$ cat src/rtl/seg_pkg.sv
`default_nettype none
// ============================================================================
// Module      : seg_pkg
// Description : Shared types, glyph table and leading-zero mask helper for the
//               seven-segment scan driver.
// Revision    : 1.0 - initial release
// ============================================================================
package seg_pkg;

    typedef enum logic [1:0] {
        IDLE  = 2'd0,
        BLANK = 2'd1,
        SHOW  = 2'd2
    } seg_state_e;

    localparam logic [1:0] c_st_idle  = IDLE;
    localparam logic [1:0] c_st_blank = BLANK;
    localparam logic [1:0] c_st_show  = SHOW;

    // Active-high glyphs, bit 0 = segment a; entry 15 listed first.
    localparam logic [15:0][6:0] c_seg_table = {
        7'h71, 7'h79, 7'h5E, 7'h39, 7'h7C, 7'h77, 7'h6F, 7'h7F,
        7'h07, 7'h7D, 7'h6D, 7'h66, 7'h4F, 7'h5B, 7'h06, 7'h3F
    };

    // Bit i set means digit i is a leading zero and must be blanked.
    function automatic logic [7:0] lzb_mask(input logic [31:0] data,
                                            input logic        en);
        logic [7:0] mask;
        logic       lead;
        mask = 8'h00;
        lead = en;
        for (int i = 7; i >= 1; i--) begin
            if (data[4*i +: 4] != 4'h0) begin
                lead = 1'b0;
            end
            mask[i] = lead;
        end
        return mask;
    endfunction

endpackage
`default_nettype wire

$ cat src/rtl/seg_hex_decode.sv
`default_nettype none
// ============================================================================
// Module      : seg_hex_decode
// Description : Nibble to active-high seven-segment pattern, with blank force.
// Revision    : 1.0 - initial release
// ============================================================================
module seg_hex_decode
    import seg_pkg::*;
(
    input  logic [3:0] nibble,
    input  logic       blank,
    output logic [6:0] seg
);

    assign seg = blank ? 7'h00 : c_seg_table[nibble];

endmodule
`default_nettype wire

$ cat src/rtl/segment_scan_driver.sv
`default_nettype none
// ============================================================================
// Module      : segment_scan_driver
// Description : Double-buffered 8-digit multiplexed seven-segment scan driver
//               with per-slot blanking gap and leading-zero blanking.
// Revision    : 1.0 - initial release
// ============================================================================
module segment_scan_driver
    import seg_pkg::*;
#(
    parameter int CLK_DIV    = 1000,
    parameter int BLANK_CYC  = 16,
    parameter int ACTIVE_LOW = 1
) (
    input  logic        clk,
    input  logic        rstb,
    input  logic        load_valid,
    output logic        load_ready,
    input  logic [31:0] load_data,
    input  logic        lzb_en,
    output logic [7:0]  dig_sel,
    output logic [6:0]  seg_out,
    output logic        frame_done
);

    localparam int unsigned            c_cnt_w      = $clog2(CLK_DIV);
    localparam logic [c_cnt_w-1:0]     c_cnt_last   = (c_cnt_w)'(CLK_DIV - 1);
    localparam logic [c_cnt_w-1:0]     c_blank_last = (c_cnt_w)'(BLANK_CYC - 1);
    localparam logic                   c_pol        = (ACTIVE_LOW != 0);

    logic [1:0]         r_state;
    logic [2:0]         r_idx;
    logic [c_cnt_w-1:0] r_cnt;

    logic [31:0]        r_pend_data;
    logic               r_pend_lzb;
    logic               r_pend_full;
    logic [31:0]        r_shadow;
    logic [7:0]         r_mask;

    logic [7:0]         r_dig_sel;
    logic [6:0]         r_seg;
    logic               r_frame_done;

    logic               w_accept;
    logic               w_slot_end;
    logic               w_boundary;
    logic [3:0]         w_nibble;
    logic               w_blank;
    logic [6:0]         w_seg_raw;
    logic [7:0]         w_dig_next;
    logic [6:0]         w_seg_next;

    assign w_accept   = load_valid & ~r_pend_full;
    assign w_slot_end = (r_state == c_st_show) && (r_cnt == c_cnt_last);
    assign w_boundary = w_slot_end && (r_idx == 3'd7);

    assign w_nibble   = r_shadow[{r_idx, 2'b00} +: 4];
    assign w_blank    = r_mask[r_idx];

    seg_hex_decode u_decode (
        .nibble (w_nibble),
        .blank  (w_blank),
        .seg    (w_seg_raw)
    );

    // The slot counter runs across both phases; BLANK_CYC only marks the split.
    always_ff @(posedge clk or posedge rstb) begin
        if (rstb) begin
            r_state  <= c_st_idle;
            r_idx    <= 3'd0;
            r_cnt    <= '0;
            r_shadow <= 32'h0;
            r_mask   <= 8'h00;
        end else begin
            case (r_state)
                c_st_idle: begin
                    if (w_accept) begin
                        r_state  <= c_st_blank;
                        r_idx    <= 3'd0;
                        r_cnt    <= '0;
                        r_shadow <= load_data;
                        r_mask   <= lzb_mask(load_data, lzb_en);
                    end
                end
                c_st_blank: begin
                    r_cnt <= r_cnt + 1'b1;
                    if (r_cnt == c_blank_last) begin
                        r_state <= c_st_show;
                    end
                end
                c_st_show: begin
                    if (r_cnt == c_cnt_last) begin
                        r_cnt   <= '0;
                        r_idx   <= r_idx + 1'b1;
                        r_state <= c_st_blank;
                        if ((r_idx == 3'd7) && r_pend_full) begin
                            r_shadow <= r_pend_data;
                            r_mask   <= lzb_mask(r_pend_data, r_pend_lzb);
                        end
                    end else begin
                        r_cnt <= r_cnt + 1'b1;
                    end
                end
                default: begin
                    r_state <= c_st_idle;
                end
            endcase
        end
    end

    // Accept and a draining boundary are exclusive because accept needs pending empty.
    always_ff @(posedge clk or posedge rstb) begin
        if (rstb) begin
            r_pend_data <= 32'h0;
            r_pend_lzb  <= 1'b0;
            r_pend_full <= 1'b0;
        end else begin
            if (w_boundary && r_pend_full) begin
                r_pend_full <= 1'b0;
            end else if (w_accept && (r_state != c_st_idle)) begin
                r_pend_data <= load_data;
                r_pend_lzb  <= lzb_en;
                r_pend_full <= 1'b1;
            end
        end
    end

    assign w_dig_next = (r_state == c_st_show) ? (8'd1 << r_idx) : 8'h00;
    assign w_seg_next = (r_state == c_st_show) ? w_seg_raw : 7'h00;

    always_ff @(posedge clk or posedge rstb) begin
        if (rstb) begin
            r_dig_sel    <= {8{c_pol}};
            r_seg        <= {7{c_pol}};
            r_frame_done <= 1'b0;
        end else begin
            r_dig_sel    <= w_dig_next ^ {8{c_pol}};
            r_seg        <= w_seg_next ^ {7{c_pol}};
            r_frame_done <= w_boundary;
        end
    end

    assign load_ready = ~r_pend_full;
    assign dig_sel    = r_dig_sel;
    assign seg_out    = r_seg;
    assign frame_done = r_frame_done;

endmodule
`default_nettype wire

$ cat config.mk
export PLATFORM = sky130hd
export DESIGN_NAME = segment_scan_driver
export DESIGN_NICKNAME = d
export VERILOG_FILES = /design/src/rtl/seg_pkg.sv /design/src/rtl/seg_hex_decode.sv /design/src/rtl/segment_scan_driver.sv
export SDC_FILE = /design/constraint.sdc
export NUM_CORES = 1
export LEC_CHECK = 0
export BUFFER_PORTS_ARGS = -buffer_cell sky130_fd_sc_hd__buf_2
export CAP_MARGIN = 15
export CORE_MARGIN = 4
export CORE_UTILIZATION = 50
export CTS_BUF_LIST = sky130_fd_sc_hd__clkbuf_16
export CTS_CLUSTER_SIZE = 30
export DETAILED_ROUTE_END_ITERATION = 12
export GPL_TIMING_DRIVEN = 0
export PLACE_DENSITY = 0.69
export SYNTH_ARGS = -nofsm -noshare
export SYNTH_HDL_FRONTEND = slang
export SYNTH_SLANG_ARGS = --single-unit
$ cat constraint.sdc
create_clock -name clk -period 4.45 [get_ports clk]
set_clock_uncertainty 0.2 [all_clocks]
set_input_delay 0.445 -clock clk [delete_from_list [all_inputs] [get_ports clk]]
set_output_delay 0.445 -clock clk [all_outputs]
set_load 0.05 [all_outputs]
==> out/results.tsv, run 1 <==
metric	value	unit
status	finished clean	
critical path type	flip-flop to flip-flop	
critical path fanouts, max	10	
nets@finish	549	
clock buffer count from CTS	9	
Worst slew margin	56.5	%
pwr dens	311	mW/mm^2
cell area after layout	0.00615	sq mm
Residual DRC	0	
Non-Filler Instances	637	
1st-pass router iterations	4	
# Post-CTS Setup Buffers	0	
Bufs and invs on worst path	4	
die extent in x	112	microns
cell taking the most area after synthesis	dfrtp_1	
fill count	867	
synthesized netlist cell count	430	
H-tree Lvls	3	
Net Count, Synth	483	
Post-Syn Area per Cell	12.5	sq um
Setup TNS	0	ns
Hold Crit Class	input port to flip-flop	
period utilisation layout	68.1	%
Clock Tree Root	clkbuf_16	
Data arrival, critical path	3.08	ns
Max Slew Vio Count	0	
PortBufs	52	
later-pin clock latency in the skew report	0.35	ns
min Tclk post-route	3.03	ns
startpoint types	flip-flop	
first-iteration detailed-routing DRC count	173	
Hold Slack	0.143	ns
share of the synthesized area in the top cell type	41.6	%
Yosys cell types	56	
Detailed Route WL	11100	microns
CTS tree	yes	
row count	37	
Initial Util	51.7	%
RSZ-0062 raised after global routing	false	
die area	0.0124	sq mm
IO Pins	53	
pre-CTS setup slack	1.43	ns
Worst path max stage delay	0.53	ns
setup violators final	0	
synthesis-to-finish area growth	14.8	%
crit end category	flip-flop	
Post-Place Cells	620	
critical path's top delay family	multiplexers	
FF+latch count, synth	104	
sequential-to-total area share from yosys stat	48.9	%
mapped cell area	0.00536	sq mm
final hold violation count	0	
Routed Antenna Nets	0	
Vias	3597	
top post-synthesis cells by area	dfrtp_1 (42%), mux2_2 (22%), dfstp_2 (7.4%)	
synth warn	0	
Worst path slowest cell	mux4_2	
Async SR Flop Fraction	100	%
Power Total	1.92	mW
share of cells above drive strength 1	43.3	%
gr usage total	18.8	%
actual slew at the worst max-slew pin	0.652	ns
Setup WS post-layout	1.42	ns
EDFF count, synth	0	
worst-case vdd ir drop	0.000232	V
clock slew at reported path FFs	0.07	ns
Die H	112	microns
CTS Buffer Depth	2	
area of the core	0.0104	sq mm
Antenna Diode Count	0	
routed len/inst	17.4	microns
Placed Area	0.00585	sq mm
cell chain of the critical path	buf_6 > buf_4 > mux4_2 > mux2i_1 > inv_1 > ha_1 > inv_1 > nor3_1 > nor3_1 > o21ai_0	
vias in the first global route	3773	
fmax	0.330	GHz
Leakage	2.56	nW
Hold Buf Count CTS	1	
first-pass GRT wire length	19000	microns
Core Util, Final	59.3	%
Max-Cap Viols	0	
clock sink total	104	
Worst EP required	4.49	ns
Top FF cell, synth	dfrtp_1	
global route overflow	0	
initial antenna violation count	0	
number of vias per cell	5.65	
largest net degree at the start of global routing	54	
post-CTS sizing	0	
RD Place Congestion	0.853	
placed wire-length estimate	8120	microns
[per-layer routing]
layer	vias up	track usage [%]	part of all wire, %
met2	68	31.6	49
met3	15	4.08	3.8
met1	1799	24.7	45
met5	-	0	0
met4	0	5.52	1.7
li1	1715	-	-
[worst paths after layout]
| path | start | endpoint | slack, ns | cells past startpoint |
|---|---|---|---|---|
| min in group asynchronous | rstb | r_cnt[4] | 0.51 | 4 |
| worst min-delay path | load_data[1] | r_pend_data[1] | 0.14 | 2 |
| worst max register to register | r_idx[0] | seg_out[3] | 1.42 | 10 |
| worst max-delay path | r_idx[0] | seg_out[3] | 1.42 | 10 |
| worst min register to register | r_mask[1] | r_mask[1] | 0.30 | 1 |
| max in group asynchronous | rstb | seg_out[4] | 3.23 | 4 |
[worst reg2reg max path: cells and delay by family, from the launching register on]
| kind | cells | cell delay [ns] |
|---|---|---|
| compound gates | 1 | 0.13 |
| simple gates | 2 | 0.26 |
| fa+ha+maj | 1 | 0.27 |
| buf+inv | 4 | 0.66 |
| flops | 1 | 0.39 |
| mux | 2 | 1.01 |
[cells in the final DEF (no fill, tap or decap), drive strengths merged, types with 2 or more instances in the layout]
master and n:
a21o 2, a21oi 5, a22o 4, and2 2
and3 3, buf 63, clkbuf 19, clkinv 3
clkinvlp 2, dfrtp 89, dfstp 15, ha 17
inv 14, mux2 107, mux2i 11, mux4 7
nand2 29, nand2b 2, nand3 9, nand4 3
nor2 19, nor2b 3, nor3 7, nor4 11
o211ai 2, o21ai 18, o221ai 2, o22ai 3
o2bb2ai 2, o311ai 2, or2 4, or3 2
or4 5
[cell usage after synthesis, types with 2 or more instances]
cell type and instances:
nand4_1 3, inv_1 12, o221ai_1 2, o211ai_1 2, buf_2 4, nor3_1 7
dfrtp_1 89, a21o_1 2, dfstp_2 15, ha_1 17, nand2b_1 2, clkbuf_1 9
or2_2 3, o2bb2ai_1 2, and3_1 3, nor2_1 19, mux2_2 105, o22ai_1 2
nand2_1 29, nand3_1 9, a22o_1 4, mux2i_1 10, nor2b_1 3, buf_6 2
or4_1 5, nor4_1 9, mux2_1 2, o21ai_0 15, mux4_2 7, and2_1 2
buf_4 3, or3_1 2, o21ai_1 3, a21oi_1 5
[where the power goes]
group	internal [mW]	total [mW]	switching [mW]
combinational	0.0654	0.128	0.0631
clock	0.436	0.791	0.355
sequential	0.976	0.995	0.0197
total	1.48	1.92	0.438
[area by class of cell]
type	instances	area, sq um	area share [%]
clock inverters	7	71.3	1.16
repair buffers	55	325	5.29
clock buffers	9	225	3.66
plain buffers	19	104	1.69
well taps	136	170	2.77
flip-flops and latches	104	2620	42.6
multi-input cells	294	2580	42.0
inverters	13	53.8	0.874
[flip-flops by register name, indices dropped and copies added, names as in the netlist]
register     count
r_pend_data     32
r_shadow        32
r_cnt           10
dig_sel          8
r_mask           7
seg_out          7
r_idx            3
r_state          2
frame_done       1
r_pend_full      1
r_pend_lzb       1
[logic make-up (layout without fill, tap and decap cells)]
family          Yosys count  in the layout  synth area share, %
compound gates           49             49                 6.26
fa+ha+maj                17             17                 3.97
buf+inv                  32            103                 2.90
flops                   104            104                 48.9
mux                     125            125                 27.7
simple gates            103            103                 10.2
No activity file was read; power rests on OpenSTA's default activity.
==> inputs of run 2 (changes only) <==
==> constraint.sdc (replaced) <==
create_clock -name clk -period 2.9 [get_ports clk]
set_clock_uncertainty 0.2 [all_clocks]
set_input_delay 0.29 -clock clk [delete_from_list [all_inputs] [get_ports clk]]
set_output_delay 0.29 -clock clk [all_outputs]
set_load 0.05 [all_outputs]
==> run 2 against run 1 <==
  * Sequential share of layout area decreased by 0.53 points
  * Maximum frequency rose by 10%
  * Highest routed layer unchanged
  * Clock-buffer cell count did not move
==> out/results.tsv, run 2 (same netlist as run 1, synthesis figures left out) <==
metric	value	unit	change
Detailed Route WL	11000	microns	was 11100 microns
clock slew at reported path FFs	0.07	ns	about the same
Placed Area	0.00583	sq mm	was 0.00585 sq mm
die area	0.0124	sq mm	unchanged
Setup TNS	0	ns	unchanged
global route overflow	0		unchanged
GR Layer Usage met2	32.0	%	was 31.6%
Setup WS post-layout	0.152	ns	was 1.42 ns
setup violators final	0		unchanged
row count	37		unchanged
pre-CTS setup slack	-0.106	ns	was 1.43 ns
worst-case vdd ir drop	0.000315	V	was 0.000232 V
CTS tree	yes		unchanged
top flop regs	r_pend_data (32), r_shadow (32), r_cnt (10)		unchanged
min Tclk post-route	2.75	ns	was 3.03 ns
actual slew at the worst max-slew pin	0.694	ns	was 0.652 ns
Leakage	2.60	nW	was 2.56 nW
Power Total	2.79	mW	was 1.92 mW
area of the core	0.0104	sq mm	unchanged
Routed Antenna Nets	0		unchanged
die extent in x	112	microns	unchanged
Worst slew margin	53.7	%	was 56.5%
commonest non-fill, non-tap cell in the layout	mux2_2		unchanged
startpoint types	flip-flop		unchanged
status	finished clean		unchanged
GR Util met3	3.32	%	was 4.08%
most frequent cells in the layout	mux2_2 (105), dfrtp_1 (88), buf_2 (56), nand2_1 (29), nor2_1 (19)		was mux2_2 (105), dfrtp_1 (89), buf_2 (56), nand2_1 (29), nor2_1 (19)
Data arrival, critical path	2.80	ns	was 3.08 ns
cell area after layout	0.00623	sq mm	was 0.00615 sq mm
final hold violation count	0		unchanged
IO Pins	53		unchanged
Post-Place Cells	620		unchanged
first-iteration detailed-routing DRC count	145		was 173
gr usage total	19.0	%	was 18.8%
Clock Tree Root	clkbuf_16		unchanged
clock sink total	104		unchanged
number of vias per cell	5.67		was 5.65
Hold Crit Class	input port to flip-flop		unchanged
clock buffer count from CTS	9		unchanged
first-pass GRT wire length	19100	microns	was 19000 microns
period utilisation layout	94.8	%	was 68.1%
pwr dens	447	mW/mm^2	was 311 mW/mm^2
largest net degree at the start of global routing	44		was 54
critical path fanouts, max	10		unchanged
Initial Util	51.7	%	unchanged
CTS Buffer Depth	2		unchanged
Die H	112	microns	unchanged
Vias	3678		was 3597
Residual DRC	0		unchanged
Hold Slack	0.00579	ns	was 0.143 ns
Max-Cap Viols	0		unchanged
placed wire-length estimate	8210	microns	was 8120 microns
1st-pass router iterations	5		was 4
Non-Filler Instances	649		was 637
synthesis-to-finish area growth	16.3	%	was 14.8%
Max Slew Vio Count	0		unchanged
GRT Max-Usage Layer	met2		unchanged
H-tree Lvls	3		unchanged
initial antenna violation count	0		unchanged
RD Place Congestion	0.854		was 0.853
met1 capacity usage during global routing	24.8	%	was 24.7%
vias in the first global route	3887		was 3773
Core Util, Final	60.1	%	was 59.3%
# Post-CTS Setup Buffers	0		unchanged
nets@finish	561		was 549
RSZ-0062 raised after global routing	false		unchanged
share of cells above drive strength 1	41.7	%	was 43.3%
fmax	0.364	GHz	was 0.330 GHz
Worst EP required	2.95	ns	was 4.49 ns
critical path type	flip-flop to flip-flop		unchanged
later-pin clock latency in the skew report	0.35	ns	about the same
PortBufs	52		unchanged
routed len/inst	16.9	microns	was 17.4 microns
Antenna Diode Count	0		unchanged
crit end category	flip-flop		unchanged
run 2: cell type report:
cell class | instances | area [sq um]
Timing Repair Buffer | 67 | 430
Clock buffer | 9 | 225
Sequential cell | 104 | 2620
Fill cell | 864 | 4140
Multi-Input combinational cell | 294 | 2590
Tap cell | 136 | 170
Inverter | 13 | 55.1
Clock inverter | 7 | 27.5
Buffer | 19 | 108
run 2: timing repair:
action	CTS	global route
setup endpoints to repair	3	12
endpoints found under the hold margin	37	0
hold buffers	13	0
gates cloned	0	0
resized for setup	1	3
run 2: where the power goes:
group          switching, mW  total (mW)  internal [mW]  leakage [nW]
combinational         0.0969       0.206          0.109          1.23
clock                  0.493        1.05          0.562         0.143
sequential            0.0302        1.53           1.50          1.23
total                  0.620        2.79           2.17          2.60
run 2: worst max-delay path, cell delays in order, from the launching register on:
cell,delay [ns]
dfrtp_1,0.40
buf_6,0.18
buf_6,0.18
mux4_2,0.56
mux2i_4,0.28
inv_1,0.13
ha_1,0.25
inv_1,0.09
nor3_1,0.06
nor3_1,0.21
o21ai_0,0.13
run 2: worst paths after layout:
check,slack (ns),from,depth (start not counted),endpoint
max,0.15,r_idx[0],10,seg_out[3]
min in group asynchronous,0.35,rstb,3,r_pend_data[22]
max reg2reg,0.15,r_idx[0],10,seg_out[3]
min,0.006,load_data[7],2,r_pend_data[7]
max in group asynchronous,1.22,rstb,5,seg_out[6]
min reg2reg,0.29,r_shadow[12],1,r_shadow[12]
run 2: per-layer routing:
metal | wire length, microns | vias to the layer above
li1 | - | 1739
met1 | 4860 | 1850
met2 | 5590 | 75
met3 | 347 | 14
met4 | 203 | 0
met5 | 0 | -
